==> config.mk <==
export PLATFORM = sky130hd
export DESIGN_NAME = iter_shift_unit_flat
export DESIGN_NICKNAME = d
export VERILOG_FILES = /design/src/rtl/iter_shift_unit_if.sv /design/src/rtl/iter_shift_unit.sv /design/src/flat_wrapper.sv
export SDC_FILE = /design/constraint.sdc
export NUM_CORES = 1
export LEC_CHECK = 0
export CORE_MARGIN = 2
export CORE_UTILIZATION = 30
export DETAILED_ROUTE_END_ITERATION = 10
export GPL_ROUTABILITY_DRIVEN = 0
export PLACE_DENSITY_LB_ADDON = 0.05
export SETUP_SLACK_MARGIN = 0.4
export SLEW_MARGIN = 20
export SYNTH_ARGS = -nofsm -noshare
export SYNTH_HDL_FRONTEND = slang
export SYNTH_SLANG_ARGS = --single-unit
==> constraint.sdc <==
create_clock -name clk -period 3.25 [get_ports clk]
set_input_delay 0.8125 -clock clk [delete_from_list [all_inputs] [get_ports clk]]
set_output_delay 0.8125 -clock clk [all_outputs]
set_load 0.05 [all_outputs]
==> src/rtl/iter_shift_unit_if.sv <==
// Request/response handshake bundle for iter_shift_unit.
// The shift kind is called "op" because "type" is a reserved word.
interface iter_shift_unit_if #(
  parameter int WIDTH = 32
);
  localparam int SHW = $clog2(WIDTH);

  logic             in_valid;
  logic             in_ready;
  logic [WIDTH-1:0] a;
  logic [SHW-1:0]   shamt;
  logic [1:0]       op;
  logic             out_valid;
  logic             out_ready;
  logic [WIDTH-1:0] out;
  logic             busy;

  modport master (
    output in_valid, a, shamt, op, out_ready,
    input  in_ready, out_valid, out, busy
  );

  modport slave (
    input  in_valid, a, shamt, op, out_ready,
    output in_ready, out_valid, out, busy
  );
endinterface

==> src/rtl/iter_shift_unit.sv <==
// Multi-cycle shifter (SRL/SLL/SRA, op 11) moving STEP bits per cycle.
// Optional macro ITER_SHIFT_ROTATE_EN: op 11 rotates right; otherwise op 11 passes a through.
module iter_shift_unit #(
  parameter int WIDTH = 32,
  parameter int STEP  = 4
) (
  input logic clk,
  input logic rst,
  iter_shift_unit_if.slave bus
);
  localparam int SHW = $clog2(WIDTH);
  localparam logic [SHW:0] STEP_W  = (SHW+1)'(STEP);
  localparam logic [SHW:0] WIDTH_W = (SHW+1)'(WIDTH);

  typedef enum logic [1:0] {IDLE, SHIFT, DONE} state_t;

  state_t           state_q;
  logic [WIDTH-1:0] work_q;
  logic [WIDTH-1:0] work_d;
  logic [SHW-1:0]   rem_q;
  logic [SHW-1:0]   rem_d;
  logic [SHW:0]     k;
  logic [1:0]       op_q;
  logic [WIDTH-1:0] outData_q;
  logic             outValid_q;
  logic             skipShift;

  // One step of the latched operation by k = min(STEP, rem).
  always_comb begin
    k = ({1'b0, rem_q} < STEP_W) ? {1'b0, rem_q} : STEP_W;
    rem_d = rem_q - k[SHW-1:0];
    case (op_q)
      2'b00:   work_d = work_q >> k;
      2'b01:   work_d = work_q << k;
      2'b10:   work_d = $unsigned($signed(work_q) >>> k);
`ifdef ITER_SHIFT_ROTATE_EN
      default: work_d = (work_q >> k) | (work_q << (WIDTH_W - k));
`else
      default: work_d = work_q;
`endif
    endcase
  end

`ifdef ITER_SHIFT_ROTATE_EN
  assign skipShift = (bus.shamt == '0);
`else
  assign skipShift = (bus.shamt == '0) || (bus.op == 2'b11);
`endif

  // DONE spends its first cycle registering the result, then holds it until taken.
  always_ff @(posedge clk or posedge rst) begin
    if (rst) begin
      state_q    <= IDLE;
      work_q     <= '0;
      rem_q      <= '0;
      op_q       <= '0;
      outData_q  <= '0;
      outValid_q <= 1'b0;
    end else begin
      case (state_q)
        IDLE: begin
          if (bus.in_valid) begin
            work_q <= bus.a;
            op_q   <= bus.op;
            if (skipShift) begin
              rem_q   <= '0;
              state_q <= DONE;
            end else begin
              rem_q   <= bus.shamt;
              state_q <= SHIFT;
            end
          end
        end
        SHIFT: begin
          work_q <= work_d;
          rem_q  <= rem_d;
          if (rem_d == '0) state_q <= DONE;
        end
        DONE: begin
          if (!outValid_q) begin
            outValid_q <= 1'b1;
            outData_q  <= work_q;
          end else if (bus.out_ready) begin
            outValid_q <= 1'b0;
            state_q    <= IDLE;
          end
        end
        default: state_q <= IDLE;
      endcase
    end
  end

  assign bus.in_ready  = (state_q == IDLE);
  assign bus.busy      = (state_q != IDLE);
  assign bus.out_valid = outValid_q;
  assign bus.out       = outData_q;
endmodule

==> src/flat_wrapper.sv <==
// flat-port wrapper written by rule: the top's interface ports become plain ports
module iter_shift_unit_flat 
#(
  parameter int WIDTH = 32,
  parameter int STEP  = 4
)
  (clk, rst, bus_in_valid, bus_a, bus_shamt, bus_op, bus_out_ready, bus_in_ready, bus_out_valid, bus_out, bus_busy);
  iter_shift_unit_if #(.WIDTH(WIDTH)) bus_i ();
  input logic clk;
  input logic rst;
  input wire logic [$bits(bus_i.in_valid)-1:0] bus_in_valid;
  input wire logic [$bits(bus_i.a)-1:0] bus_a;
  input wire logic [$bits(bus_i.shamt)-1:0] bus_shamt;
  input wire logic [$bits(bus_i.op)-1:0] bus_op;
  input wire logic [$bits(bus_i.out_ready)-1:0] bus_out_ready;
  output wire logic [$bits(bus_i.in_ready)-1:0] bus_in_ready;
  output wire logic [$bits(bus_i.out_valid)-1:0] bus_out_valid;
  output wire logic [$bits(bus_i.out)-1:0] bus_out;
  output wire logic [$bits(bus_i.busy)-1:0] bus_busy;
  assign bus_i.in_valid = bus_in_valid;
  assign bus_i.a = bus_a;
  assign bus_i.shamt = bus_shamt;
  assign bus_i.op = bus_op;
  assign bus_i.out_ready = bus_out_ready;
  assign bus_in_ready = bus_i.in_ready;
  assign bus_out_valid = bus_i.out_valid;
  assign bus_out = bus_i.out;
  assign bus_busy = bus_i.busy;
  iter_shift_unit #(.WIDTH(WIDTH), .STEP(STEP)) u_core (.clk(clk), .rst(rst), .bus(bus_i));
endmodule
=== Word-level counts from Yosys, hierarchy flattened ===
Cells that the tools add are included.

* Bits in registers: 74
* Bits of input ports: 43
* Output and inout port bits: 35
* Logic and storage cells: 49

* $add $sub $neg: 1
* $lt $le $gt $ge: 1
* Equal/unequal tests: 10
* Shift operators: 3
* Mux-type cells: 15
* Bitwise gates (word level): 1
* Reductions and logical operators: 12

{| class="wikitable"
|+ Operator list
! cell !! number
|-
| $pmux W32 S3 || 1
|-
| $pmux W32 S2 || 1
|-
| $mux W32 || 1
|-
| $shl A32 B6 Y32 || 1
|-
| $shr A32 B6 Y32 || 1
|-
| $sshr A32 B6 Y32 || 1
|-
| $mux W5 || 3
|-
| $logic_not A5 Y1 || 2
|-
| $mux W2 || 5
|-
| $pmux W5 S2 || 1
|-
| $eq A2 B2 Y1 const B || 3
|-
| $pmux W2 S3 || 1
|-
| $reduce_and A2 Y1 || 3
|-
| $lt A5 B3 Y1 const B || 1
|-
| $sub A5 B5 Y5 || 1
|-
| $eq A2 B1 Y1 const B || 2
|-
| $logic_not A2 Y1 || 2
|-
| $ne A2 B1 Y1 const B || 2
|-
| $ne A2 B2 Y1 const B || 2
|-
| $ne A4 B4 Y1 const B || 1
|-
| $reduce_and A4 Y1 || 1
|-
| $reduce_bool A2 Y1 || 2
|-
| $reduce_and A3 Y1 || 1
|-
| $mux W1 || 2
|-
| other kinds (2) || 2
|}

=== Longest topological paths before layout ===
Gate-level depths: netlist of run 1.

* Word-level depth: 6
* Depth in mapped cells: 10
* Depth with buffers taken out: 8

=== Worst setup path after synthesis of run 1 ===
No wires, ideal clock.

* Path type: register to output
* Start point: register u_core.state_q[0]
* End point: output bus_busy
* Arrival: 1.681 ns
* Required time: 2.438 ns
* Slack: 0.757 ns
* Cell stages (with the launch flop): 4
* Path buffers: 1
* Cell sequence: dfrtp_1 clkbuf_1 nor2_1 inv_1

* Cells in the longest elaborated chain, start to end: 1

{| class="wikitable"
|+ Ends and longest elaborated chain
! item !! RTL line !! text
|-
| from (decl) || iter_shift_unit.sv:17 || <nowiki>state_t state_q;</nowiki>
|-
| from (signal assigned) || iter_shift_unit.sv:53 || <nowiki>state_q <= IDLE;</nowiki>
|-
| from (signal assigned) || iter_shift_unit.sv:67 || <nowiki>state_q <= DONE;</nowiki>
|-
| from (signal assigned) || iter_shift_unit.sv:70 || <nowiki>state_q <= SHIFT;</nowiki>
|-
| $reduce_bool A2 Y1 || iter_shift_unit.sv:94 || <nowiki>assign bus.busy = (state_q != IDLE);</nowiki>
|-
| to (decl) || flat_wrapper.sv:19 || <nowiki>output wire logic [$bits(bus_i.busy)-1:0] bus_busy;</nowiki>
|}

No other way between the ends.

=== Worst setup path after layout of run 1 ===
Same ends and word-level chain as after synthesis.

==> results of run 1 <==
## synth_stat cells, types with 10 or more instances
library cell  number
nand2_1           86
dfrtp_1           74
a21oi_1           71
clkbuf_1          62
o21ai_0           60
mux2_2            38
nor2_1            33
nor3_1            30
mux2i_1           20
nand3_1           18
a211oi_1          14
a221oi_1          14
or3_1             14
inv_1             12
o22ai_1           11
nand2b_1          10
o211ai_1          10
## worst register-to-register path, cell delays in order, from the launching register on
cell and delay, ns:
dfrtp_1 0.36, inv_1 0.08, ha_1 0.44, nand2b_1 0.41
buf_4 0.35, a22oi_1 0.19, o211ai_1 0.11, nor4_1 0.45
nor3_1 0.11
## flip-flops by register name, summed over array words and instances, names as in the netlist
register / cells
u_core.bus.out: 32
u_core.bus.out_valid: 1
u_core.work_q: 32
u_core.state_q: 2
u_core.op_q: 2
u_core.rem_q: 5
## final timing paths
path | from | to | slack, ns | depth (start not counted)
setup / recovery | u_core.state_q[0]$_DFFE_PP0P_ | bus_busy | 0.56 | 3
min in group asynchronous | rst | u_core.work_q[27]$_DFFE_PP0P_ | 0.76 | 2
max in group asynchronous | rst | u_core.rem_q[0]$_DFFE_PP0P_ | 1.85 | 3
hold reg to reg | u_core.bus.out[14]$_DFFE_PP0P_ | u_core.bus.out[14]$_DFFE_PP0P_ | 0.50 | 1
hold / removal | u_core.bus.out[14]$_DFFE_PP0P_ | u_core.bus.out[14]$_DFFE_PP0P_ | 0.50 | 1
setup reg to reg | u_core.op_q[1]$_DFFE_PP0P_ | u_core.work_q[19]$_DFFE_PP0P_ | 0.62 | 8
## routing by layer
metal	GRT usage, %	part of all wire, %
met3	3.692	7.2
met2	34.22	45
met5	0	0
met1	33.60	45
met4	8.000	2.3
## cells by family after synthesis
| logic type | count (synthesis) | share of synthesized area, % |
|---|---|---|
| adder cells (fa/ha/maj) | 4 | 0.9024 |
| multiplexers | 63 | 13.35 |
| AND/OR/NAND/NOR | 216 | 18.38 |
| flip-flops | 74 | 33.39 |
| AO/OA/AOI/OAI | 239 | 27.54 |
| buffers and inverters | 91 | 6.361 |
| other | 1 | 0.06761 |
## layout make-up
| class | instances | share of cell area, % |
|---|---|---|
| Tap cell | 229 | 4.119 |
| Inverter | 12 | 0.6656 |
| Multi-Input combinational cell | 523 | 48.48 |
| Clock buffer | 12 | 3.832 |
| Timing Repair Buffer | 112 | 15.22 |
| Sequential cell | 74 | 26.64 |
| Clock inverter | 4 | 1.043 |
## power by group through the flow
stage,clock network [mW],logic [mW],registers [mW]
final,1.14,5.80,2.25
after global routing,1.22,6.27,2.34
after CTS,1.18,5.76,2.23
after detailed placement,0,5.74,2.24
after global placement,0,5.74,2.24
after floorplan,0,3.52,2.36
==> impl_metrics.toml, run 1 <==
[run_status]
status = "finished, final reports clean"

[routing]
wire_per_inst_um = 22.82
first_pass_iters = 5
ant_nets = 0
drc_errors = 0
wirelength_um = 22040
via_per_inst = 6.020
vias = 5815
drt_iter0_markers = 726

[worst_hold_path]
hp-class = "reg2reg"

[job]
maxCapViolCount = 0

[power]
p_sw_share_pct = 53.33
ir_drop_uv = 443.5
power.density_nw_per_um2 = 1322
finalPower_mw = 9.198
leakage_nw = 2.633
p_int_mw = 4.293
clock_power_share_pct = 12.4
combPwrFrac_pct = 63.1
p_seq_share_pct = 24.5
switchingPower_mw = 4.905

[grt]
antenna_found_initial = 0
grt_util_all_layers_pct = 22.93
grt_max_degree = 40
grt_remaining_overflow = 0
grt_pass1_wl_um = 35000
grt_pass1_vias = 5790

[final_layout]
syn_to_final_growth_pct = 25.40
drive_gt1_share_pct = 14.25
fin_cells = 966
fillers = 1846
multi_input_area_um2 = 3372
diodes = 0
fin_util_pct = 38.59
fin_nets = 779
final_cell_mix = "nand2_1, clkdlybuf4s50_1, dfrtp_1"
finalInstanceArea_um2 = 6955
final_common_cell = "nand2_1"
regArea_um2 = 1853

[logic_synthesis]
synth_cells = 688
synth_edf_count = 0
ys_ff_latch = 74
ys_seq_area_share_pct = 33.39
ys.flop_type = "dfrtp_1"
yosys-top-cells-area = "dfrtp_1, mux2_2, a21oi_1, nand2_1, o21ai_0"
syn_area_um2 = 5547
yosysUniqueCellTypes = 60
avgSynthCellArea_um2 = 8.062
synth_nets = 735
ys_warn_count = 0
postSynth.asyncResetShare_pct = 100.0
synth_top_area_share_pct = 33.39
yosys.area.top_type = "dfrtp_1"

[sta]
post-route-period-util_pct = 82.69
slew_viol_final = 0
setup_ws_ns = 0.5624
maxSlewHeadroom_pct = 37.30
worstMarginPinSlew_ns = 0.9405
final_hold_viol_count = 0
setup_viol = 0
tns_ns = 0
fin_skew_ns = 0.006281
worst_hold_slack_ns = 0.5040
rsz0062_at_grt = "no"
fmax_mhz = 372.1
fin_crit_ns = 2.688

[floorplan]
coreArea_um2 = 18020
dieArea_um2 = 19590
rows = 49
die_w_um = 140.0
start_util_pct = 30.77
fp.dieH_um = 140.0
pin_count = 78

[place]
dp_worst_setup_slack_ns = 0.6382
detailed_place_hpwl_um = 14830
dpl.cell_count = 950
placed_area_um2 = 6614
numPortBuffers = 77

[setup_path]
critPathBufInv = 2
crit_fanout = 10
start_kind = "flop"
crit_required_ns = 2.44
worstSetupPathType = "reg2out"
crit_family = "buffers and inverters"
path_cells = "nor2_1 -> inv_1 -> clkdlybuf4s50_1"
cpPeakStageDelay_ns = 0.80
end_kind = "output pin"
crit_arrival_ns = 1.88
crit_slowest_cell = "clkdlybuf4s50_1"

[clock_network]
cts_hold_buf = 0
cts_setup_buffers = 0
clk_path_buf_depth = 2
htree_levels = 3
insertion_delay_ns = 0.35
clk_pin_slew_ns = 0.06
tritoncts = "yes"
cts.sinks = 74
cts_resized = 0
cts_buffers = 9
ctsRootBufferMaster = "clkbuf_16"
Note: power is estimated with default switching activity, not from simulation.
==> run 2: changes to the inputs <==
- clock period: 3.25 -> 2.4 ns (I/O delays scaled with it)
==> impl_metrics.toml, run 2 (synthesis results as in run 1) <==
[final_layout]
final_cell_mix = "nand2_1, dfrtp_1, buf_4"
fin_nets = 840
drive_gt1_share_pct = 32.96
finalInstanceArea_um2 = 8317
syn_to_final_growth_pct = 49.94
fin_cells = 1027
diodes = 0
final_common_cell = "nand2_1"

[setup_path]
path_cells = "or4b_4 -> buf_12 -> buf_8 -> o211ai_1 -> a21oi_2 -> nor4_2 -> buf_4 -> nor3_2"
critPathBufInv = 3
crit_slowest_cell = "or4b_4"
crit_required_ns = 2.63
ff2ff_setup_slack_ns = 0.23
crit_family = "simple AND/OR/NAND/NOR gates"
end_kind = "flop"
cp-startpoint = "u_core.rem_q[4]$_DFFE_PP0P_"
crit_arrival_ns = 2.40
crit_fanout = 8
reg2reg_from = "u_core.rem_q[4]$_DFFE_PP0P_"
reg2regPathDepth = 8
rr_endpoint = "u_core.work_q[19]$_DFFE_PP0P_"
worstSetupPathType = "reg2reg"
cpPeakStageDelay_ns = 0.59
start_kind = "flop"

[sta]
worst_hold_slack_ns = 0.4988
fmax_mhz = 461.7
fin_crit_ns = 2.166
final_hold_viol_count = 0
fin_skew_ns = 0.006998
tns_ns = 0
slew_viol_final = 0
post-route-period-util_pct = 90.24
worstMarginPinSlew_ns = 0.6059
rsz0062_at_grt = "yes"
maxSlewHeadroom_pct = 59.60
setup_viol = 0

[floorplan]
fp.dieH_um = 140.0
pin_count = 78
die_w_um = 140.0
dieArea_um2 = 19590
coreArea_um2 = 18020
start_util_pct = 30.77
rows = 49

[run_status]
status = "finished, final reports clean"

[grt]
grt_remaining_overflow = 0
grt_pass1_vias = 6143
grt_pass1_wl_um = 37090
antenna_found_initial = 0
grt_util_all_layers_pct = 24.23
grt_max_degree = 75

[routing]
drt_iter0_markers = 825
vias = 6347
drc_errors = 0
wire_per_inst_um = 23.78
ant_nets = 0
via_per_inst = 6.180
wirelength_um = 24420
first_pass_iters = 5

[clock_network]
clk_pin_slew_ns = 0.06
clk_path_buf_depth = 2
insertion_delay_ns = 0.35
tritoncts = "yes"
cts.sinks = 74
htree_levels = 3
cts_buffers = 9
ctsRootBufferMaster = "clkbuf_16"

[worst_hold_path]
hold_start = "u_core.bus.out[27]$_DFFE_PP0P_"
min_to = "u_core.bus.out[27]$_DFFE_PP0P_"
holdPathStages = 1
hp-class = "reg2reg"

[place]
placed_area_um2 = 6954
numPortBuffers = 77
dpl.cell_count = 977
detailed_place_hpwl_um = 14980

[job]
maxCapViolCount = 0
-- run 2: stage by stage --
step / worst slack, ns / utilization, %
floorplan: 0.3659 / -
global placement: 0.1237 / 38.58
detailed placement: 0.1079 / 38.58
CTS: 0.2593 / 43.05
global route: 0.1554 / 46.14
finish: 0.2341 / 46.14
-- run 2: how the worst max path moves through the flow --
stage | to | depth (start not counted)
floorplan | u_core.state_q[0]$_DFFE_PP0P_ | 9
global placement | u_core.work_q[8]$_DFFE_PP0P_ | 7
detailed placement | u_core.work_q[7]$_DFFE_PP0P_ | 7
CTS | u_core.work_q[5]$_DFFE_PP0P_ | 5
global route | u_core.work_q[19]$_DFFE_PP0P_ | 8
finish | u_core.work_q[19]$_DFFE_PP0P_ | 8
-- run 2: final cells by class --
type | instances | area (um^2)
Tap cell | 229 | 286.5
Inverter | 12 | 48.80
Timing Repair Buffer | 173 | 1823
Fill cell | 1781 | 9708
Multi-Input combinational cell | 523 | 3954
Sequential cell | 74 | 1856
Clock inverter | 3 | 68.82
Clock buffer | 13 | 280.3
-- run 2: timing repair --
| action | 4_1_cts | 5_1_grt |
|---|---|---|
| pin swaps | 19 | 54 |
| gates resized for setup | 93 | 99 |
| buffers inserted | 16 | 11 |
| hold buffers | 0 | 0 |
| cloned | 5 | 2 |
| endpoints found under the setup margin | 64 | 36 |
-- run 2: layer usage --
layer | global-route usage, % | vias to the layer above | routed length (um)
met2 | 37.05 | 372 | 10940
met3 | 4.171 | 61 | 2023
met1 | 34.49 | 3134 | 10790
met5 | 0 | - | 0
met4 | 8.737 | 0 | 666
li1 | - | 2780 | -
Power of run 2 is left out: the tool's default activity adds up to more than one toggle a clock period on the data nets, which glitch-free logic cannot reach.
